`src/rtl/rtc_pkg.sv`:
```
// Shared field layout, month constants and helper functions for the
// real-time clock / calendar core.
package rtc_pkg;

  localparam int SEC_W    = 6;
  localparam int MIN_W    = 6;
  localparam int HOUR_W   = 5;
  localparam int DAY_W    = 5;
  localparam int MONTH_W  = 4;

  localparam int TIME_W     = 17;  // {hour, min, sec}
  localparam int OUT_TIME_W = 18;  // {pm, hour, min, sec}

  localparam int SEC_LSB   = 0;
  localparam int MIN_LSB   = 6;
  localparam int HOUR_LSB  = 12;
  localparam int PM_BIT    = 17;

  localparam int DAY_LSB   = 0;
  localparam int MONTH_LSB = 5;
  localparam int YEAR_LSB  = 9;

  localparam logic [MONTH_W-1:0] MONTH_JAN = 4'd1;
  localparam logic [MONTH_W-1:0] MONTH_FEB = 4'd2;
  localparam logic [MONTH_W-1:0] MONTH_MAR = 4'd3;
  localparam logic [MONTH_W-1:0] MONTH_APR = 4'd4;
  localparam logic [MONTH_W-1:0] MONTH_MAY = 4'd5;
  localparam logic [MONTH_W-1:0] MONTH_JUN = 4'd6;
  localparam logic [MONTH_W-1:0] MONTH_JUL = 4'd7;
  localparam logic [MONTH_W-1:0] MONTH_AUG = 4'd8;
  localparam logic [MONTH_W-1:0] MONTH_SEP = 4'd9;
  localparam logic [MONTH_W-1:0] MONTH_OCT = 4'd10;
  localparam logic [MONTH_W-1:0] MONTH_NOV = 4'd11;
  localparam logic [MONTH_W-1:0] MONTH_DEC = 4'd12;

  // Days in a month. Years are 2000-based, so the two low year bits alone
  // decide leap-ness (2000 is a leap year and the range never reaches 2100).
  function automatic logic [DAY_W-1:0] month_len(input logic [MONTH_W-1:0] month,
                                                 input logic [1:0]         year_lo);
    case (month)
      MONTH_APR, MONTH_JUN, MONTH_SEP, MONTH_NOV: month_len = 5'd30;
      MONTH_FEB: month_len = (year_lo == 2'b00) ? 5'd29 : 5'd28;
      default:   month_len = 5'd31;
    endcase
  endfunction

  // 24h hour to {pm, hour 1..12}: 0 -> 12 AM, 12 -> 12 PM, 13..23 -> 1..11 PM.
  function automatic logic [HOUR_W:0] to_h12(input logic [HOUR_W-1:0] hour);
    logic              pm;
    logic [HOUR_W-1:0] h;
    pm = (hour >= 5'd12);
    h  = pm ? (hour - 5'd12) : hour;
    if (h == 5'd0) h = 5'd12;
    return {pm, h};
  endfunction

endpackage

```
`src/rtl/rtc_prescaler.sv`:
```
// Divides CLK down to a one-cycle TICK every TICKS_PER_SEC cycles.
// CLR restarts the count so a freshly loaded time gets a full second.
module rtc_prescaler #(
  parameter int TICKS_PER_SEC = 1000
) (
  input  logic CLK,
  input  logic RESETN,
  input  logic CLR,
  output logic TICK
);

  localparam int CNT_W = $clog2(TICKS_PER_SEC);
  localparam logic [CNT_W-1:0] LAST = CNT_W'(TICKS_PER_SEC - 1);

  logic [CNT_W-1:0] cnt_p0;

  // Free-running modulo-TICKS_PER_SEC counter, cleared by reset or CLR.
  always_ff @(posedge CLK) begin
    if (!RESETN || CLR) begin
      cnt_p0 <= '0;
    end else if (cnt_p0 == LAST) begin
      cnt_p0 <= '0;
    end else begin
      cnt_p0 <= cnt_p0 + CNT_W'(1);
    end
  end

  assign TICK = (cnt_p0 == LAST);

endmodule

```
`src/rtl/rtc_calendar_core.sv`:
```
// Real-time clock and calendar: sec/min/hour/day/month/year counters with
// true month lengths and leap Februaries, sanitised loads, 12h/24h output
// mapping and a freezable output snapshot.
// Optional alarm comparator built only when RTC_ALARM_EN is defined.
module rtc_calendar_core
  import rtc_pkg::*;
#(
  parameter int TICKS_PER_SEC = 1000,
  parameter int YEAR_W        = 7,
  parameter int YEAR_INIT     = 16,
  parameter int YEAR_MAX      = 99,
  parameter int H12           = 0
) (
  input  logic              CLK,
  input  logic              RESETN,
  input  logic              SET_EN,
  input  logic [16:0]       SET_TIME,
  input  logic [YEAR_W+8:0] SET_DATE,
  input  logic              HOLD,
  input  logic [16:0]       ALARM_TIME,
  input  logic              ALARM_ARM,
  output logic              SEC_TICK,
  output logic [17:0]       OUT_TIME,
  output logic [YEAR_W+8:0] OUT_DATE,
  output logic              ALARM_HIT
);

  localparam logic [YEAR_W-1:0] YMAX  = YEAR_W'(YEAR_MAX);
  localparam logic [YEAR_W-1:0] YINIT = YEAR_W'(YEAR_INIT);
  localparam logic [17:0] OUT_TIME_RST = (H12 != 0) ? {1'b0, 5'd12, 12'd0} : 18'd0;

  function automatic logic [5:0] sat_sixty(input logic [5:0] v);
    return (v > 6'd59) ? 6'd0 : v;
  endfunction

  function automatic logic [4:0] sat_hour(input logic [4:0] v);
    return (v > 5'd23) ? 5'd0 : v;
  endfunction

  function automatic logic [3:0] sat_month(input logic [3:0] v);
    return ((v == 4'd0) || (v > MONTH_DEC)) ? MONTH_JAN : v;
  endfunction

  function automatic logic [YEAR_W-1:0] sat_year(input logic [YEAR_W-1:0] v);
    return (v > YMAX) ? YMAX : v;
  endfunction

  function automatic logic [4:0] sat_day(input logic [4:0] v, input logic [4:0] len);
    if (v == 5'd0) return 5'd1;
    return (v > len) ? len : v;
  endfunction

  logic tick;

  logic [5:0]        sec_p0, minute_p0;
  logic [4:0]        hour_p0, day_p0;
  logic [3:0]        month_p0;
  logic [YEAR_W-1:0] year_p0;

  logic [5:0]        sec_nx, minute_nx;
  logic [4:0]        hour_nx, day_nx;
  logic [3:0]        month_nx;
  logic [YEAR_W-1:0] year_nx;
  logic [4:0]        cur_mlen;

  logic [5:0]        set_sec, set_minute;
  logic [4:0]        set_hour, set_day;
  logic [3:0]        set_month;
  logic [YEAR_W-1:0] set_year;

  logic [5:0]        disp_hour;
  logic              sec_tick_p1;

  rtc_prescaler #(
    .TICKS_PER_SEC(TICKS_PER_SEC)
  ) u_prescaler (
    .CLK    (CLK),
    .RESETN (RESETN),
    .CLR    (SET_EN),
    .TICK   (tick)
  );

  // Counter values one second later, including the full carry chain.
  always_comb begin
    sec_nx    = sec_p0;
    minute_nx = minute_p0;
    hour_nx   = hour_p0;
    day_nx    = day_p0;
    month_nx  = month_p0;
    year_nx   = year_p0;
    cur_mlen  = month_len(month_p0, year_p0[1:0]);
    if (sec_p0 != 6'd59) begin
      sec_nx = sec_p0 + 6'd1;
    end else begin
      sec_nx = 6'd0;
      if (minute_p0 != 6'd59) begin
        minute_nx = minute_p0 + 6'd1;
      end else begin
        minute_nx = 6'd0;
        if (hour_p0 != 5'd23) begin
          hour_nx = hour_p0 + 5'd1;
        end else begin
          hour_nx = 5'd0;
          if (day_p0 < cur_mlen) begin
            day_nx = day_p0 + 5'd1;
          end else begin
            day_nx = 5'd1;
            if (month_p0 < MONTH_DEC) begin
              month_nx = month_p0 + 4'd1;
            end else begin
              month_nx = MONTH_JAN;
              year_nx  = (year_p0 >= YMAX) ? '0 : (year_p0 + YEAR_W'(1));
            end
          end
        end
      end
    end
  end

  // Clamp a requested load into a legal time and date.
  always_comb begin
    set_sec    = sat_sixty(SET_TIME[SEC_LSB +: SEC_W]);
    set_minute = sat_sixty(SET_TIME[MIN_LSB +: MIN_W]);
    set_hour   = sat_hour(SET_TIME[HOUR_LSB +: HOUR_W]);
    set_year   = sat_year(SET_DATE[YEAR_LSB +: YEAR_W]);
    set_month  = sat_month(SET_DATE[MONTH_LSB +: MONTH_W]);
    set_day    = sat_day(SET_DATE[DAY_LSB +: DAY_W], month_len(set_month, set_year[1:0]));
  end

  // Stage p0: calendar state; a load wins over the second tick.
  always_ff @(posedge CLK) begin
    if (!RESETN) begin
      sec_p0    <= 6'd0;
      minute_p0 <= 6'd0;
      hour_p0   <= 5'd0;
      day_p0    <= 5'd1;
      month_p0  <= MONTH_JAN;
      year_p0   <= YINIT;
    end else if (SET_EN) begin
      sec_p0    <= set_sec;
      minute_p0 <= set_minute;
      hour_p0   <= set_hour;
      day_p0    <= set_day;
      month_p0  <= set_month;
      year_p0   <= set_year;
    end else if (tick) begin
      sec_p0    <= sec_nx;
      minute_p0 <= minute_nx;
      hour_p0   <= hour_nx;
      day_p0    <= day_nx;
      month_p0  <= month_nx;
      year_p0   <= year_nx;
    end
  end

  // Displayed hour field: plain 24h with pm=0, or {pm, 1..12}.
  always_comb begin
    disp_hour = {1'b0, hour_p0};
    if (H12 != 0) disp_hour = to_h12(hour_p0);
  end

  // Stage p1: second pulse marks a real increment, so a load suppresses it.
  always_ff @(posedge CLK) begin
    if (!RESETN) begin
      sec_tick_p1 <= 1'b0;
    end else begin
      sec_tick_p1 <= tick && !SET_EN;
    end
  end

  assign SEC_TICK = sec_tick_p1;

  // Stage p1: output snapshot, frozen while HOLD is high.
  always_ff @(posedge CLK) begin
    if (!RESETN) begin
      OUT_TIME <= OUT_TIME_RST;
      OUT_DATE <= {YINIT, MONTH_JAN, 5'd1};
    end else if (!HOLD) begin
      OUT_TIME <= {disp_hour, minute_p0, sec_p0};
      OUT_DATE <= {year_p0, month_p0, day_p0};
    end
  end

`ifdef RTC_ALARM_EN
  logic alarm_hit_p1;

  // Stage p1: alarm fires when the second about to be entered matches.
  always_ff @(posedge CLK) begin
    if (!RESETN) begin
      alarm_hit_p1 <= 1'b0;
    end else begin
      alarm_hit_p1 <= tick && ALARM_ARM && !SET_EN &&
                      ({hour_nx, minute_nx, sec_nx} == ALARM_TIME);
    end
  end

  assign ALARM_HIT = alarm_hit_p1;
`else
  logic unused_alarm;
  assign unused_alarm = ^{ALARM_TIME, ALARM_ARM};
  assign ALARM_HIT    = 1'b0;
`endif

endmodule

```
`config.mk`:
```
export PLATFORM = sky130hd
export DESIGN_NAME = rtc_calendar_core
export DESIGN_NICKNAME = d
export VERILOG_FILES = /design/src/rtl/rtc_pkg.sv /design/src/rtl/rtc_prescaler.sv /design/src/rtl/rtc_calendar_core.sv
export SDC_FILE = /design/constraint.sdc
export NUM_CORES = 1
export LEC_CHECK = 0
export CORE_MARGIN = 1
export CORE_UTILIZATION = 52
export CTS_BUF_LIST = sky130_fd_sc_hd__clkbuf_4 sky130_fd_sc_hd__clkbuf_8
export CTS_CLUSTER_DIAMETER = 40
export DETAILED_ROUTE_END_ITERATION = 10
export HOLD_SLACK_MARGIN = 0.08
export PLACE_DENSITY = 0.82
export SLEW_MARGIN = 25
export SYNTH_ARGS = -nofsm -noshare
export SYNTH_HDL_FRONTEND = slang
export SYNTH_HIERARCHICAL = 1
export SYNTH_SLANG_ARGS = --single-unit
```
`constraint.sdc`:
```
create_clock -name CLK -period 3.6 [get_ports CLK]
set_clock_uncertainty 0.15 [all_clocks]
set_input_delay 1.08 -clock CLK [delete_from_list [all_inputs] [get_ports CLK]]
set_output_delay 1.08 -clock CLK [all_outputs]
set_load 0.03 [all_outputs]
```
== Word-level counts from Yosys, hierarchy flattened ==
Index checks and enable logic that the tools add are counted.

* Add/subtract/negate cells: 7
* Order comparisons: 9
* Equality and inequality tests: 19
* Muxes and demuxes: 46
* Reductions and logical operators: 18

{| class="wikitable"
|+ Operator list
! kind !! number
|-
| two-way mux 5 bit || 15
|-
| two-way mux 7 bit || 9
|-
| two-way mux 6 bit || 9
|-
| two-way mux 4 bit || 8
|-
| equality test 4 x 3 -> 1 bit (second input constant) || 4
|-
| equality test 4 bit (second input constant) || 4
|-
| adder 6 x 1 -> 6 bit (second input constant) || 2
|-
| greater-than comparator 6 bit (second input constant) || 2
|-
| inequality test 6 bit (second input constant) || 2
|-
| adder 10 x 1 -> 10 bit (second input constant) || 1
|-
| adder 5 x 1 -> 5 bit (second input constant) || 2
|-
| equality test 10 bit (second input constant) || 1
|-
| inequality test 2 bit (second input constant) || 5
|-
| equality test 4 x 2 -> 1 bit (second input constant) || 2
|-
| one-hot mux 2 bit (2 select lines) || 2
|-
| OR reduction 4 bit || 2
|-
| adder 7 x 1 -> 7 bit (second input constant) || 1
|-
| greater-or-equal comparator 7 bit (second input constant) || 1
|-
| greater-than comparator 7 bit (second input constant) || 1
|-
| AND reduction 6 bit || 1
|-
| greater-than comparator 5 bit || 1
|-
| greater-than comparator 5 bit (second input constant) || 1
|-
| zero test 5 bit || 1
|-
| less-than comparator 5 bit || 1
|-
| other kinds (16) || 21
|}

* Bits in registers: 77
* Bits of input ports: 55
* Output and inout port bits: 36
* Logic and storage cells: 109

== Logic depth before layout (Yosys ltp) ==
* Depth in word-level cells: 10
* Gate-level depth with buffers: 11

== By module ==
Netlist, hierarchy kept.

{| class="wikitable"
|+ By module, submodules not included
! module !! instances !! cells an instance !! area each (sq um)
|-
| rtc_calendar_core || 1 || 417 || 3532.1
|-
| rtc_prescaler || 1 || 51 || 455.4
|}

== Worst setup path after synthesis ==
Ideal clock, no wire load.

* Path kind: input-to-reg
* Start: input SET_DATE[12]
* End: register day_p0[0]
* Library setup time: 0.122 ns
* Arrival time: 2.631 ns
* Data required time: 3.328 ns
* Setup slack: 0.697 ns
* Stages on the path: 10
* Buffers on the path: 0
* Cells stage by stage: o311a_1 > o31ai_1 > nand2_1 > inv_1 > ha_1 > nand2_1 > o211ai_1 > a21oi_1 > o21ai_0 > a221o_1

* Word-level cells in the longest chain between the ends: 9

{| class="wikitable"
|+ RTL lines
! item !! line !! text
|-
| start, declared || rtc_calendar_core.sv:18 || <nowiki>input logic [YEAR_W+8:0] SET_DATE,</nowiki>
|-
| greater-than comparator 7 bit (*) || rtc_calendar_core.sv:45 || <nowiki>return (v > YMAX) ? YMAX : v;</nowiki>
|-
| two-way mux 7 bit (*) || rtc_calendar_core.sv:45 ||
|-
| zero test 2 bit (*) || rtc_pkg.sv:42 || <nowiki>MONTH_FEB: month_len = (year_lo == 2'b00) ? 5'd29 : 5'd28;</nowiki>
|-
| two-way mux 1 bit (*) || rtc_pkg.sv:42 ||
|-
| one-hot mux 2 bit (2 select lines) (*) || rtc_pkg.sv:40 || <nowiki>case (month)</nowiki>
|-
| greater-than comparator 5 bit || rtc_calendar_core.sv:50 || <nowiki>return (v > len) ? len : v;</nowiki>
|-
| two-way mux 5 bit (*) (2 in a row) || rtc_calendar_core.sv:50 ||
|-
| two-way mux 5 bit (*) || rtc_calendar_core.sv:139 || <nowiki>end else if (SET_EN) begin</nowiki>
|-
| end signal, assigned || rtc_calendar_core.sv:143 || <nowiki>day_p0 <= set_day;</nowiki>
|-
| end signal, assigned || rtc_calendar_core.sv:150 || <nowiki>day_p0 <= day_nx;</nowiki>
|-
| end, declared || rtc_calendar_core.sv:56 || <nowiki>logic [4:0] hour_p0, day_p0;</nowiki>
|}

Mark *: on every way between the ends. The rest lies on a longest branch, timed or not.
A chain may end at the register's enable or synchronous reset.

== Worst setup path in the final report ==
* Start: input SET_DATE[5]
* End: register day_p0[0]

* Word-level cells in the longest chain between the ends: 10
* Elaborated cells between the ends (all ways): 15

{| class="wikitable"
|+ RTL lines
! item !! line !! text
|-
| greater-than comparator 4 bit / zero test 4 bit (equally long branches) || rtc_calendar_core.sv:41 || <nowiki>return ((v == 4'd0) || (v > MONTH_DEC)) ? MONTH_JAN : v;</nowiki>
|-
| logical OR 1 bit || rtc_calendar_core.sv:41 ||
|-
| two-way mux 4 bit (*) || rtc_calendar_core.sv:41 ||
|-
| equality test 4 x 3 -> 1 bit / equality test 4 bit (equally long branches) || rtc_pkg.sv:40 ||
|-
| OR reduction 4 bit || rtc_pkg.sv:40 ||
|-
| one-hot mux 2 bit (2 select lines) (*) || rtc_pkg.sv:40 ||
|-
| greater-than comparator 5 bit || rtc_calendar_core.sv:50 ||
|-
| two-way mux 5 bit (*) (2 in a row) || rtc_calendar_core.sv:50 ||
|-
| two-way mux 5 bit (*) || rtc_calendar_core.sv:139 ||
|}

Marked as above.

==> results.cfg <==
[sta]
layout_worst_path_cycle_share = 0.909
worst_hold_slack_ns = 0.305
tns_ns = 0
maxSlewHeadroom = 0.579
f_max_mhz = 306
final_hold_viol_count = 0
finalSetupViolCount = 0
timing.final.ws_setup_ns = 0.327
rsz0062_at_grt = false
finalWorstPathRequiredPeriod_ns = 3.27
worst_pin_slew_ns = 0.631
final_max_slew_violation_count = 0

[worst_setup_path]
rr_startpoint = u_prescaler/cnt_p0[0]$_SDFF_PP0_
endpoint_kind = flip-flop
slowest_delay_ns = 0.51
worstReg2RegEnd = month_p0[3]$_SDFFE_PN0P_
levels_on_crit_path = 8
ff2ff_path_depth = 10
crit_path_start_kind = primary input
critPathMaxFanout = 6
worstPathCellList = clkdlybuf4s50_1 > nor3b_1 > nor2b_1 > ha_1 > nor2b_1 > o211ai_1 > o21ai_0 > a221o_1
timing.critical_path.mode_cell = sky130_fd_sc_hd__nor2b_1
worstPathBufferInverterCount = 1
family_with_the_most_delay_on_the_worst_path = simple AND/OR/NAND/NOR gates
rrSetupSlack_ns = 0.55
cp.arrival_ns = 3.37
timing.critical_path.required_ns = 3.70
cell_type_of_the_slowest_stage_on_the_worst_timing_path = sky130_fd_sc_hd__clkdlybuf4s50_1
crit_type = primary input to flip-flop

[hold_path]
timing.hold.worst_endpoint = u_prescaler/cnt_p0[0]$_SDFF_PP0_
min-delay-start = u_prescaler/cnt_p0[0]$_SDFF_PP0_
hp-class = flip-flop to flip-flop
worst_hold_path.num_cells = 1

[clock_tree]
hold_buffers = 0
cts-root-buf = sky130_fd_sc_hd__clkbuf_8
clk-insertion-delay-late_ns = 0.35
clock_sinks = 77
cts_buffers = 9
tritoncts = yes
clock_path_buffers = 2
worst_setup_hold_path_clk_slew_ns = 0.08
post_cts_buffers = 0
cts-resized-gates = 0
ctsHtreeMaxLevel = 3

[logic_synthesis]
synth_flop_cell = sky130_fd_sc_hd__dfxtp_1
syn-cell-area_um2 = 3990
synth_area_per_cell_um2 = 8.52
synth-seq-cells = 77
synth_area_leaders = sky130_fd_sc_hd__dfxtp_1 (39%), sky130_fd_sc_hd__mux2i_1 (8.3%), sky130_fd_sc_hd__nor2_1 (6.1%)
yosys.area.top_type = sky130_fd_sc_hd__dfxtp_1
synthArstFlopShare = 0
syn-instance-count = 468
synth_edf_count = 0
ys_seq_area_frac = 0.387
synthTopCellsByCount = sky130_fd_sc_hd__dfxtp_1 (77), sky130_fd_sc_hd__nor2_1 (65), sky130_fd_sc_hd__nand2_1 (34)
synth-warning-count = 6
yosys.cell_types.count = 65
synth_most_common_cell = sky130_fd_sc_hd__dfxtp_1
synth.top_cell.area_share = 0.387

[detailed_routing]
route.detailed.vias_per_inst = 5.98
drt_first_iter_violations = 253
final_routed_wirelength_across_all_metal_layers_um = 9890
drt.antenna.violating_nets = 0
route.detailed.drc = 0
post_drt_wl_per_cell_um = 15.4
detail_route.first_pass.iterations = 5
dr_total_vias = 3851

[floorplan]
initial_utilization = 0.544
rows = 31
chipWidth_um = 89.6
die_y_um = 89.6
core_region_area_um2 = 7330
dieArea_um2 = 8020
floorplan.io_pins = 91

[power_and_ir_drop]
power.leakage_uw = 0.00193
tot_pwr_uw = 1900
maximum_vdd_drop_v = 0.000292
total_power_per_unit_cell_area_nw_per_um2 = 376

[job]
maxCapViolCount = 0

[place]
dp_hpwl_um = 6970
place.port_buffers = 70
dpl_worst_slack_ns = 0.0598
gp_congestion = 0.884

[global_route]
first_global_vias = 3472
grt_util_all_layers = 0.257
grt_pass1_wl_um = 15900
largest_net_degree_at_the_start_of_global_routing = 34
grt.overflow.total = 0
initial_antenna_violation_count = 0

[layout]
finalNetCount = 609
n_antenna_cell = 0
area.growth.synth_to_final_pct = 26.9
drive_above_1_share = 0.0862

[outcome]
run_status = finished clean
## layer usage
metal,track usage,wire [um]
met1,0.321,4400
met2,0.429,4720
met3,0.0704,657
met4,0.0823,107
met5,0,0
## worst register-to-register path, cell delays in order (launching register included)
cell,delay (ns)
sky130_fd_sc_hd__dfxtp_1,0.36
sky130_fd_sc_hd__ha_1,0.23
sky130_fd_sc_hd__and4bb_1,0.26
sky130_fd_sc_hd__nand2_1,0.11
sky130_fd_sc_hd__nor2_1,0.11
sky130_fd_sc_hd__buf_4,0.17
sky130_fd_sc_hd__nand2_1,0.10
sky130_fd_sc_hd__o21ai_2,0.45
sky130_fd_sc_hd__nand3_2,0.16
sky130_fd_sc_hd__or3_1,0.55
sky130_fd_sc_hd__a32o_1,0.31
## area by class of cell
type,count,area [um^2]
flip-flops and latches,77,1540
clock buffers,11,145
multi-input cells,351,2280
well taps,99,124
fillers,568,2270
clock inverters,5,82.6
inverters,15,56.3
repair buffers,86,828
## report_power, final
group | internal, uW | switching, uW
logic | 117 | 139
registers | 875 | 27.6
clock network | 420 | 324
total | 1410 | 490
## stage by stage
step,util,instance area [um^2],std cells
floorplan,-,3990,469
global placement,0.659,4830,628
detailed placement,0.659,4830,628
CTS,0.690,5060,644
global route,0.690,5060,644
finish,0.690,5060,644
## kinds of logic (layout without fill, tap and decap cells)
logic type               after synthesis  in the layout  share of synthesized area
AND/OR/NAND/NOR                      173            173                      0.212
AO/OA/AOI/OAI                        120            120                      0.211
flip-flops                            77             77                      0.387
buffers and inverters                 41            117                     0.0420
multiplexers                          33             33                     0.0828
adder cells (fa/ha/maj)               14             14                     0.0439
XOR/XNOR                               9              9                     0.0198
other                                  1              2                   0.000940
## registers in the layout (all words and copies together) (netlist names), 4 cells and up
signal	count
day_p0	5
OUT_DATE	16
year_p0	7
minute_p0	6
month_p0	4
sec_p0	6
OUT_TIME	17
hour_p0	5
u_prescaler/cnt_p0	10
## worst max path at each step
stage,from,end
final,SET_DATE[5],day_p0[0]$_SDFFE_PN1P_
after global routing,SET_DATE[5],day_p0[0]$_SDFFE_PN1P_
after CTS,SET_DATE[5],day_p0[1]$_SDFFE_PN0P_
after detailed placement,SET_DATE[5],day_p0[0]$_SDFFE_PN1P_
after global placement,SET_DATE[5],day_p0[0]$_SDFFE_PN1P_
after floorplan,SET_DATE[12],day_p0[0]$_SDFFE_PN1P_
## placed cells by master, fill, tap and decap left out, types with 4 or more instances in the layout
cell	count
sky130_fd_sc_hd__a211oi_1	8
sky130_fd_sc_hd__a21oi_1	30
sky130_fd_sc_hd__a221oi_1	5
sky130_fd_sc_hd__a31oi_1	7
sky130_fd_sc_hd__a32oi_1	6
sky130_fd_sc_hd__a41oi_1	4
sky130_fd_sc_hd__and3_1	6
sky130_fd_sc_hd__buf_4	15
sky130_fd_sc_hd__clkbuf_8	10
sky130_fd_sc_hd__clkdlybuf4s50_1	69
sky130_fd_sc_hd__dfxtp_1	77
sky130_fd_sc_hd__ha_1	14
sky130_fd_sc_hd__inv_1	15
sky130_fd_sc_hd__mux2i_1	33
sky130_fd_sc_hd__nand2_1	34
sky130_fd_sc_hd__nand3_1	19
sky130_fd_sc_hd__nand4_1	4
sky130_fd_sc_hd__nor2_1	65
sky130_fd_sc_hd__nor2b_1	4
sky130_fd_sc_hd__nor3_1	14
sky130_fd_sc_hd__nor4_1	4
sky130_fd_sc_hd__o211ai_1	4
sky130_fd_sc_hd__o21ai_0	21
sky130_fd_sc_hd__o32ai_1	4
sky130_fd_sc_hd__xnor2_1	7
Note: power is estimated with default switching activity, not from simulation.
